File: src/rtl/seg7_scan_driver.sv
// Avalon-MM slave that scans up to 16 seven-segment digits over a shared segment bus,
// with per-digit blank, blink and decimal-point masks and register readback.
module seg7_scan_driver #(
    parameter int unsigned DIGITS     = 8,
    parameter int unsigned SCAN_DIV   = 50000,
    parameter int unsigned BLINK_HALF = 64,
    parameter bit          ACTIVE_LOW = 1'b1
) (
    input  logic              csi_clk,
    input  logic              csi_rst_n,
    input  logic              avs_cs,
    input  logic [4:0]        avs_add,
    input  logic              avs_rd,
    input  logic              avs_wr,
    input  logic [31:0]       avs_wrd,
    output logic [31:0]       avs_rdd,
    output logic [7:0]        coe_seg,
    output logic [DIGITS-1:0] coe_dig
);

    localparam int unsigned PW = (SCAN_DIV > 1) ? $clog2(SCAN_DIV) : 1;
    localparam int unsigned FW = (BLINK_HALF > 1) ? $clog2(BLINK_HALF) : 1;
    localparam logic [PW-1:0] P_LAST = PW'(SCAN_DIV - 1);
    localparam logic [3:0]    I_LAST = 4'(DIGITS - 1);
    localparam logic [FW-1:0] F_LAST = FW'(BLINK_HALF - 1);

    localparam logic [4:0] A_DATA_LO = 5'd0;
    localparam logic [4:0] A_DATA_HI = 5'd1;
    localparam logic [4:0] A_BLANK   = 5'd2;
    localparam logic [4:0] A_BLINK   = 5'd3;
    localparam logic [4:0] A_DP      = 5'd4;
    localparam logic [4:0] A_CTRL    = 5'd5;
    localparam logic [4:0] A_STATUS  = 5'd6;

    logic [DIGITS*4-1:0] data_q;
    logic [DIGITS-1:0]   blank_q;
    logic [DIGITS-1:0]   blink_q;
    logic [DIGITS-1:0]   dp_q;
    logic                en_q;

    logic [PW-1:0] presc_q;
    logic [3:0]    idx_q;
    logic [FW-1:0] frame_q;
    logic          phase_q;

    logic          wr_en;
    logic          en_d;
    logic          run;
    logic [63:0]   data_w;
    logic [15:0]   blank_w;
    logic [15:0]   blink_w;
    logic [15:0]   dp_w;
    logic [31:0]   rd_c;
    logic [7:0]    seg_c;
    logic [DIGITS-1:0] dig_c;

    function automatic logic [6:0] seg_decode(input logic [3:0] n);
        case (n)
            4'h0: return 7'h3F;
            4'h1: return 7'h06;
            4'h2: return 7'h5B;
            4'h3: return 7'h4F;
            4'h4: return 7'h66;
            4'h5: return 7'h6D;
            4'h6: return 7'h7D;
            4'h7: return 7'h07;
            4'h8: return 7'h7F;
            4'h9: return 7'h6F;
            4'hA: return 7'h77;
            4'hB: return 7'h7C;
            4'hC: return 7'h39;
            4'hD: return 7'h5E;
            4'hE: return 7'h79;
            default: return 7'h71;
        endcase
    endfunction

    assign wr_en   = avs_cs & avs_wr;
    assign data_w  = 64'(data_q);
    assign blank_w = 16'(blank_q);
    assign blink_w = 16'(blink_q);
    assign dp_w    = 16'(dp_q);

    // Clearing EN stops the scan on the very edge it is written
    assign en_d = (wr_en && avs_add == A_CTRL) ? avs_wrd[0] : en_q;
    assign run  = en_q & en_d;

    // Register file; bits for digits beyond DIGITS are simply not stored
    always_ff @(posedge csi_clk or negedge csi_rst_n) begin
        if (!csi_rst_n) begin
            data_q  <= '0;
            blank_q <= '1;
            blink_q <= '0;
            dp_q    <= '0;
            en_q    <= 1'b1;
        end else if (wr_en) begin
            for (int i = 0; i < int'(DIGITS); i++) begin
                if (avs_add == ((i < 8) ? A_DATA_LO : A_DATA_HI))
                    data_q[4*i +: 4] <= avs_wrd[4*(i%8) +: 4];
            end
            case (avs_add)
                A_BLANK: blank_q <= avs_wrd[DIGITS-1:0];
                A_BLINK: blink_q <= avs_wrd[DIGITS-1:0];
                A_DP:    dp_q    <= avs_wrd[DIGITS-1:0];
                A_CTRL:  en_q    <= avs_wrd[0];
                default: ;
            endcase
        end
    end

    always_comb begin
        rd_c = '0;
        case (avs_add)
            A_DATA_LO: rd_c = data_w[31:0];
            A_DATA_HI: rd_c = data_w[63:32];
            A_BLANK:   rd_c = 32'(blank_q);
            A_BLINK:   rd_c = 32'(blink_q);
            A_DP:      rd_c = 32'(dp_q);
            A_CTRL:    rd_c = {31'd0, en_q};
            A_STATUS:  rd_c = {23'd0, phase_q, 4'd0, idx_q};
            default:   rd_c = '0;
        endcase
    end

    always_ff @(posedge csi_clk or negedge csi_rst_n) begin
        if (!csi_rst_n)
            avs_rdd <= '0;
        else if (avs_cs && avs_rd)
            avs_rdd <= rd_c;
    end

    // Prescaler -> digit index -> frame counter -> blink phase
    always_ff @(posedge csi_clk or negedge csi_rst_n) begin
        if (!csi_rst_n) begin
            presc_q <= '0;
            idx_q   <= '0;
            frame_q <= '0;
            phase_q <= 1'b0;
        end else if (!run) begin
            presc_q <= '0;
            idx_q   <= '0;
            frame_q <= '0;
            phase_q <= 1'b0;
        end else if (presc_q == P_LAST) begin
            presc_q <= '0;
            if (idx_q == I_LAST) begin
                idx_q <= '0;
                if (frame_q == F_LAST) begin
                    frame_q <= '0;
                    phase_q <= ~phase_q;
                end else begin
                    frame_q <= frame_q + FW'(1);
                end
            end else begin
                idx_q <= idx_q + 4'd1;
            end
        end else begin
            presc_q <= presc_q + PW'(1);
        end
    end

    always_comb begin
        seg_c = {dp_w[idx_q], seg_decode(data_w[{idx_q, 2'b00} +: 4])};
        dig_c = DIGITS'(16'h1 << idx_q);
        if (blank_w[idx_q] || (blink_w[idx_q] && phase_q))
            seg_c = 8'h00;
        if (!en_q) begin
            seg_c = 8'h00;
            dig_c = '0;
        end
    end

    // Registered output stage keeps the segment bus and digit select changing together
    always_ff @(posedge csi_clk or negedge csi_rst_n) begin
        if (!csi_rst_n) begin
            coe_seg <= {8{ACTIVE_LOW}};
            coe_dig <= {DIGITS{ACTIVE_LOW}};
        end else begin
            coe_seg <= ACTIVE_LOW ? ~seg_c : seg_c;
            coe_dig <= ACTIVE_LOW ? ~dig_c : dig_c;
        end
    end

endmodule
File: config.mk
export PLATFORM = sky130hd
export DESIGN_NAME = seg7_scan_driver
export DESIGN_NICKNAME = d
export VERILOG_FILES = /design/src/rtl/seg7_scan_driver.sv
export SDC_FILE = /design/constraint.sdc
export NUM_CORES = 1
export LEC_CHECK = 0
export ABC_AREA = 0
export BUFFER_PORTS_ARGS = -buffer_cell sky130_fd_sc_hd__buf_2
export CAP_MARGIN = 20
export CORE_MARGIN = 2
export CORE_UTILIZATION = 25
export CTS_CLUSTER_SIZE = 14
export DETAILED_ROUTE_END_ITERATION = 8
export GPL_TIMING_DRIVEN = 0
export PLACE_DENSITY_LB_ADDON = 0.1
export SYNTH_ARGS = -nofsm -noshare
export SYNTH_HDL_FRONTEND = slang
export SYNTH_SLANG_ARGS = --single-unit
File: constraint.sdc
create_clock -name csi_clk -period 2.93 [get_ports csi_clk]
set_input_delay 0.7325 -clock csi_clk [delete_from_list [all_inputs] [get_ports csi_clk]]
set_output_delay 0.7325 -clock csi_clk [all_outputs]
set_load 0.1 [all_outputs]
==> Word level (Yosys, flattened, before mapping) <==
Memory sizes are Yosys's and may differ from the RTL's.
Cells that the tools add are included.
Widths: inputs -> output; s select.
{ "op_classes": {"magnitude_cmp": 1, "bitwise_logic": 5, "n_eq_ne": 11, "mux": 24, "shift": 2, "n_reduce_logical": 12, "add_sub_neg": 3} }
{ "op_table": {"columns": ["cell", "n"], "rows": [
  ["$pmux 32 s6", 1],
  ["$shiftx 64x7->4", 1],
  ["$mux 16", 2],
  ["$mux 6", 4],
  ["$mux 8", 3],
  ["$add 16x1->16 const B", 1],
  ["$eq 16x16->1 const B", 1],
  ["$not 8->8", 2],
  ["$eq 5x3->1 const B", 3],
  ["$bmux 1 s4", 3],
  ["$mux 4", 3],
  ["$reduce_and 2->1", 6],
  ["$eq 5x2->1 const B", 2],
  ["$mux 1", 8],
  ["$shl 1x4->8 const A", 1],
  ["$add 6x1->6 const B", 1],
  ["$eq 6x6->1 const B", 1],
  ["$ne 2x1->1 const B", 3],
  ["$logic_not 5->1", 1],
  ["$lt 4x5->1 const B", 1],
  ["$add 4x1->4 const B", 1],
  ["$eq 4x3->1 const B", 1],
  ["$logic_and 1x1->1", 3],
  ["$reduce_and 3->1", 1],
  ["3 further kinds", 4]
]} }
{ "totals": {"ff_bits": 132, "output_inout_bits": 48, "in_bits": 42, "rom_bits": 112, "word_cells": 71, "memories": 1} }
{ "mem_list": {"columns": ["name", "depth", "width", "rd", "rd_ports_with_merged_regs", "write_ports", "line_no", "source"], "rows": [
  ["(name not given)", 16, 7, 1, 0, 0, "58", "case (n)"]
]} }

==> Logic depth before layout (Yosys ltp) <==
{ "logic_depth": {"word_depth": 7, "ltp_mapped": 10, "mapped_depth_nobuf": 9} }

==> Worst setup path before layout <==
OpenSTA, ideal clock, no wires.
{ "synth_path": {"path_kind": "flip-flop to flip-flop", "start": "register idx_q[0]", "end": "register coe_seg[3]", "arrival_ns": 2.329, "setup_time_ns": 0.111, "slack_ns": 0.490, "period_less_slack_ns": 2.440, "required_ns": 2.819, "path_buffers": 1, "stages_incl_launch_ff": 11, "cell_sequence": "dfrtp_1 -> buf_2 -> inv_1 -> mux4_2 -> or2_2 -> inv_1 -> ha_1 -> inv_1 -> nor4_1 -> o21ai_0 -> o311ai_0"} }
{ "synth_between": {"elab_chain_len": 7, "word_cells_on_any_way": 11, "classes_between": "shift: 1; mux: 6; bitwise: 1; reduce/logical: 2; memory: 1"} }
{ "synth_rtl": {"columns": ["element", "line_no", "source"], "rows": [
  ["start, declared", "42", "logic [3:0] idx_q;"],
  ["start signal, assigned", "155", "idx_q <= idx_q + 4'd1;"],
  ["parallel branches: the longest is 4 deep, another holds $mem_v2 16x7", null, null],
  ["$mux 8 *", "165", "if (blank_w[idx_q] || (blink_w[idx_q] && phase_q))"],
  ["$mux 8 *", "167", "if (!en_q) begin"],
  ["$not 8->8 *", "179", "coe_seg <= ACTIVE_LOW ? ~seg_c : seg_c;"],
  ["end signal, assigned", "176", "coe_seg <= {8{ACTIVE_LOW}};"],
  ["end signal, assigned", "179", null],
  ["end, declared", "17", "output logic [7:0] coe_seg,"]
]} }
Mark *: on every way between the ends. The select of a mux whose other input is x is not followed.
A chain may end at the register's enable or synchronous reset.

==> Worst setup path in the final report <==
{ "layout_path": {"start": "register idx_q[1]", "end": "register coe_seg[3]"} }
The elaborated chain is that of the path after synthesis.

==> flow_summary.toml <==
[run_status]
status = "completed"

[clock_tree]
cts.hold.buffers_added = 0
cts_sinks = 132
clk_latency_ns = 0.42
ctsLongestPathBuffers = 2
cts_tree = "done"
path_clk_slew_ns = 0.06
clockRootBuffer = "clkbuf_16"
postCtsSetupBuffers = 0
htreeDepth = 4
numCtsBuffers = 17

[min_path]
hp-class = "in -> async"

[grt]
grt_max_degree = 75
grt_pass1_wl_um = 28900
grt_pass1_vias = 4901
antenna_found_initial = 0
grt_util_all_layers_pct = 14.2
grt-ovfl-total = 0

[route]
vias = 4684
detail-route-antenna-nets = 0
drt_iter0_drc = 267
wire_per_inst_um = 17.8
viasPerCell = 4.61
routed_wl_um = 18100
drc = 0
drtPass1Iterations = 5

[sta]
setup_viol_count_final = 0
setup_ws_ns = 0.168
holdWs_ns = 0.344
finalHoldViolCount = 0
min_period_ns = 2.76
rsz0062_at_grt = "false"
fin_worst_skew_ns = 0.00997
finalMaxSlewViolations = 0
worst_pin_slew_ns = 0.809
fmax_mhz = 362
relSlewSlack_pct = 45.7
period_share_pct = 94.3

[synthesis]
syn_inst = 564
synth-seq-cells = 132
ys_warn_count = 0
synth.distinct_cells = 52
ys.flop_type = "dfrtp_1"
synth-edff-count = 0
synth_area_per_cell_um2 = 11.4
synth_top_area_share_pct = 41.6
syn_nets = 620
async_flop_share_pct = 100
synth_area_leader_cell = "dfrtp_1"
netlist_area_mm2 = 0.00643
yosys-top-cells-area = "dfrtp_1, mux2_2, dfstp_2, nand2_1, mux4_2"
ys_seq_area_share_pct = 51.9

[critical_path]
cp_slowest_stage_delay_ns = 0.49
cp_max_fo = 10
worstSetupPathType = "reg -> reg"
startpoint_type = "flip-flop"
critPathMostFrequentCell = "inv_1"
cp_slowest_cell = "mux4_2"
required_ns = 3.23
crit_chain = "buf_4, mux2i_1, mux4_2, or2_2, inv_1, ha_1, inv_1, nor4_1, o21ai_0, o311ai_1"
end_kind = "flip-flop"
cp_data_arrival_time_ns = 3.06

[power]
ir_drop_mv = 0.306
finalPower_w = 0.00487
p_per_area_mw_per_mm2 = 613
leakage_nw = 3.48

[die]
die_h_um = 164
die_area_mm2 = 0.0270
ios = 90
fp.coreArea_mm2 = 0.0252
start_util_pct = 25.5
chipWidth_um = 164
std_cell_rows = 58

[layout]
final_nets = 729
layout-drive-gt1-share_pct = 34.5
syn2layout_area_growth_pct = 23.5
antenna_cells = 0
finalCoreUtilization_pct = 31.5
postLayoutCellArea_mm2 = 0.00794

[placement]
io_buffers = 88
pre_cts_ws_ns = -0.143
place_congestion = 0.806
place_area_mm2 = 0.00733
dp_hpwl_um = 13400

[job]
maxCapViolations = 0
-- worst paths after layout --
| kind | startpoint | endpoint | slack, ns | cells past startpoint |
|---|---|---|---|---|
| setup / recovery | idx_q[1] | coe_seg[3] | 0.17 | 10 |
| hold / removal | csi_rst_n | avs_rdd[20] | 0.34 | 1 |
| setup reg to reg | idx_q[1] | coe_seg[3] | 0.17 | 10 |
| hold reg to reg | avs_rdd[23] | avs_rdd[23] | 0.47 | 2 |
| max in group asynchronous | csi_rst_n | blank_q[1] | 1.77 | 2 |
| min in group csi_clk | avs_rdd[23] | avs_rdd[23] | 0.47 | 2 |
-- per-stage QoR --
| stage | cells | setup TNS [ns] |
|---|---|---|
| after floorplan | 564 | 0 |
| after global placement | 982 | -81.65 |
| after detailed placement | 984 | -3.10 |
| after CTS | 1016 | 0 |
| after global routing | 1016 | 0 |
| final | 1016 | 0 |
-- cell usage after synthesis, drive strengths merged (2+ instances only) --
library cell	number
a21oi	6
o31a	2
nor2b	9
nand3	21
xor2	11
nand4	5
inv	9
dfrtp	107
xnor2	7
mux2	65
ha	14
a22o	11
dfstp	25
nor3	4
a31oi	3
and2	4
and3	5
or2	2
o311ai	3
mux4	10
buf	10
o21ai	29
a22oi	15
a211oi	4
mux2i	20
nand2	74
or4	2
nor2	37
clkbuf	21
or4b	2
nor4	7
a222oi	3
or3	2
-- registers in the layout, summed over array words and instances, names as in the netlist --
register  flops
avs_rdd      32
data_q       32
presc_q      16
blank_q       8
blink_q       8
coe_dig       8
coe_seg       8
dp_q          8
frame_q       6
idx_q         4
en_q          1
phase_q       1
-- worst max-delay path, delay by kind of cell (launching register included) --
kind	cells	cell delay, ns
adders and majority gates	1	0.16
and+or+nand+nor	2	0.68
DFF	1	0.45
muxes	2	0.65
buffers and inverters	3	0.40
AOI/OAI and AO/OA	2	0.29
-- cells in the final DEF (no fill, tap or decap), drive strengths merged, types with 3 or more instances in the layout --
| cell | instances |
|---|---|
| xnor2 | 7 |
| ha | 14 |
| clkbuf | 42 |
| o21ai | 29 |
| and3 | 5 |
| mux2 | 65 |
| nand4 | 5 |
| and2 | 4 |
| nor3 | 4 |
| nor2b | 9 |
| inv | 12 |
| nand3 | 21 |
| clkinv | 4 |
| a222oi | 3 |
| nand2 | 74 |
| nor2 | 37 |
| nor4 | 7 |
| o311ai | 3 |
| a211oi | 4 |
| mux4 | 10 |
| clkinvlp | 5 |
| mux2i | 20 |
| a21oi | 6 |
| xor2 | 11 |
| dfstp | 25 |
| a31oi | 3 |
| a22oi | 15 |
| a22o | 11 |
| buf | 98 |
| dfrtp | 107 |
-- power by group --
part | total [W] | internal (W) | switching (W) | leakage, nW
combinational | 0.000606 | 0.000219 | 0.000387 | 1.47
sequential | 0.00208 | 0.00197 | 0.000107 | 1.72
clock | 0.00218 | 0.00131 | 0.000871 | 0.284
-- per-layer routing --
metal	vias up	global-route usage (%)	share of wire, %
met4	0	3.68	0.68
met3	8	3.37	4.5
li1	2256	-	-
met5	-	0	0
met2	106	22.8	48
met1	2314	19.2	47
-- logic make-up (layout without fill, tap and decap cells) --
kind of cell | count (synthesis) | in the layout | share of synthesized area [%]
AND/OR/NAND/NOR | 181 | 181 | 13.7
flip-flops | 132 | 132 | 51.9
multiplexers | 95 | 95 | 18.0
AO/OA/AOI/OAI | 83 | 83 | 8.80
buffers and inverters | 41 | 163 | 2.47
XOR/XNOR | 18 | 18 | 2.45
adder cells (fa/ha/maj) | 14 | 14 | 2.72
-- cell type report --
class                   instances  area (µm²)
multi-input cells             391        2940
well taps                     330         413
fillers                      2593       17200
clock inverters                13         146
plain buffers                  31         131
repair buffers                 90         482
clock buffers                  19         453
inverters                      10        42.5
flip-flops and latches        132        3330
-- repair_timing --
item / 4_1_cts / 5_1_grt
cloned: 0 / 0
endpoints found under the setup margin: 1 / 6
resized for setup: 1 / 10
Power figures use the tool's default switching activity.
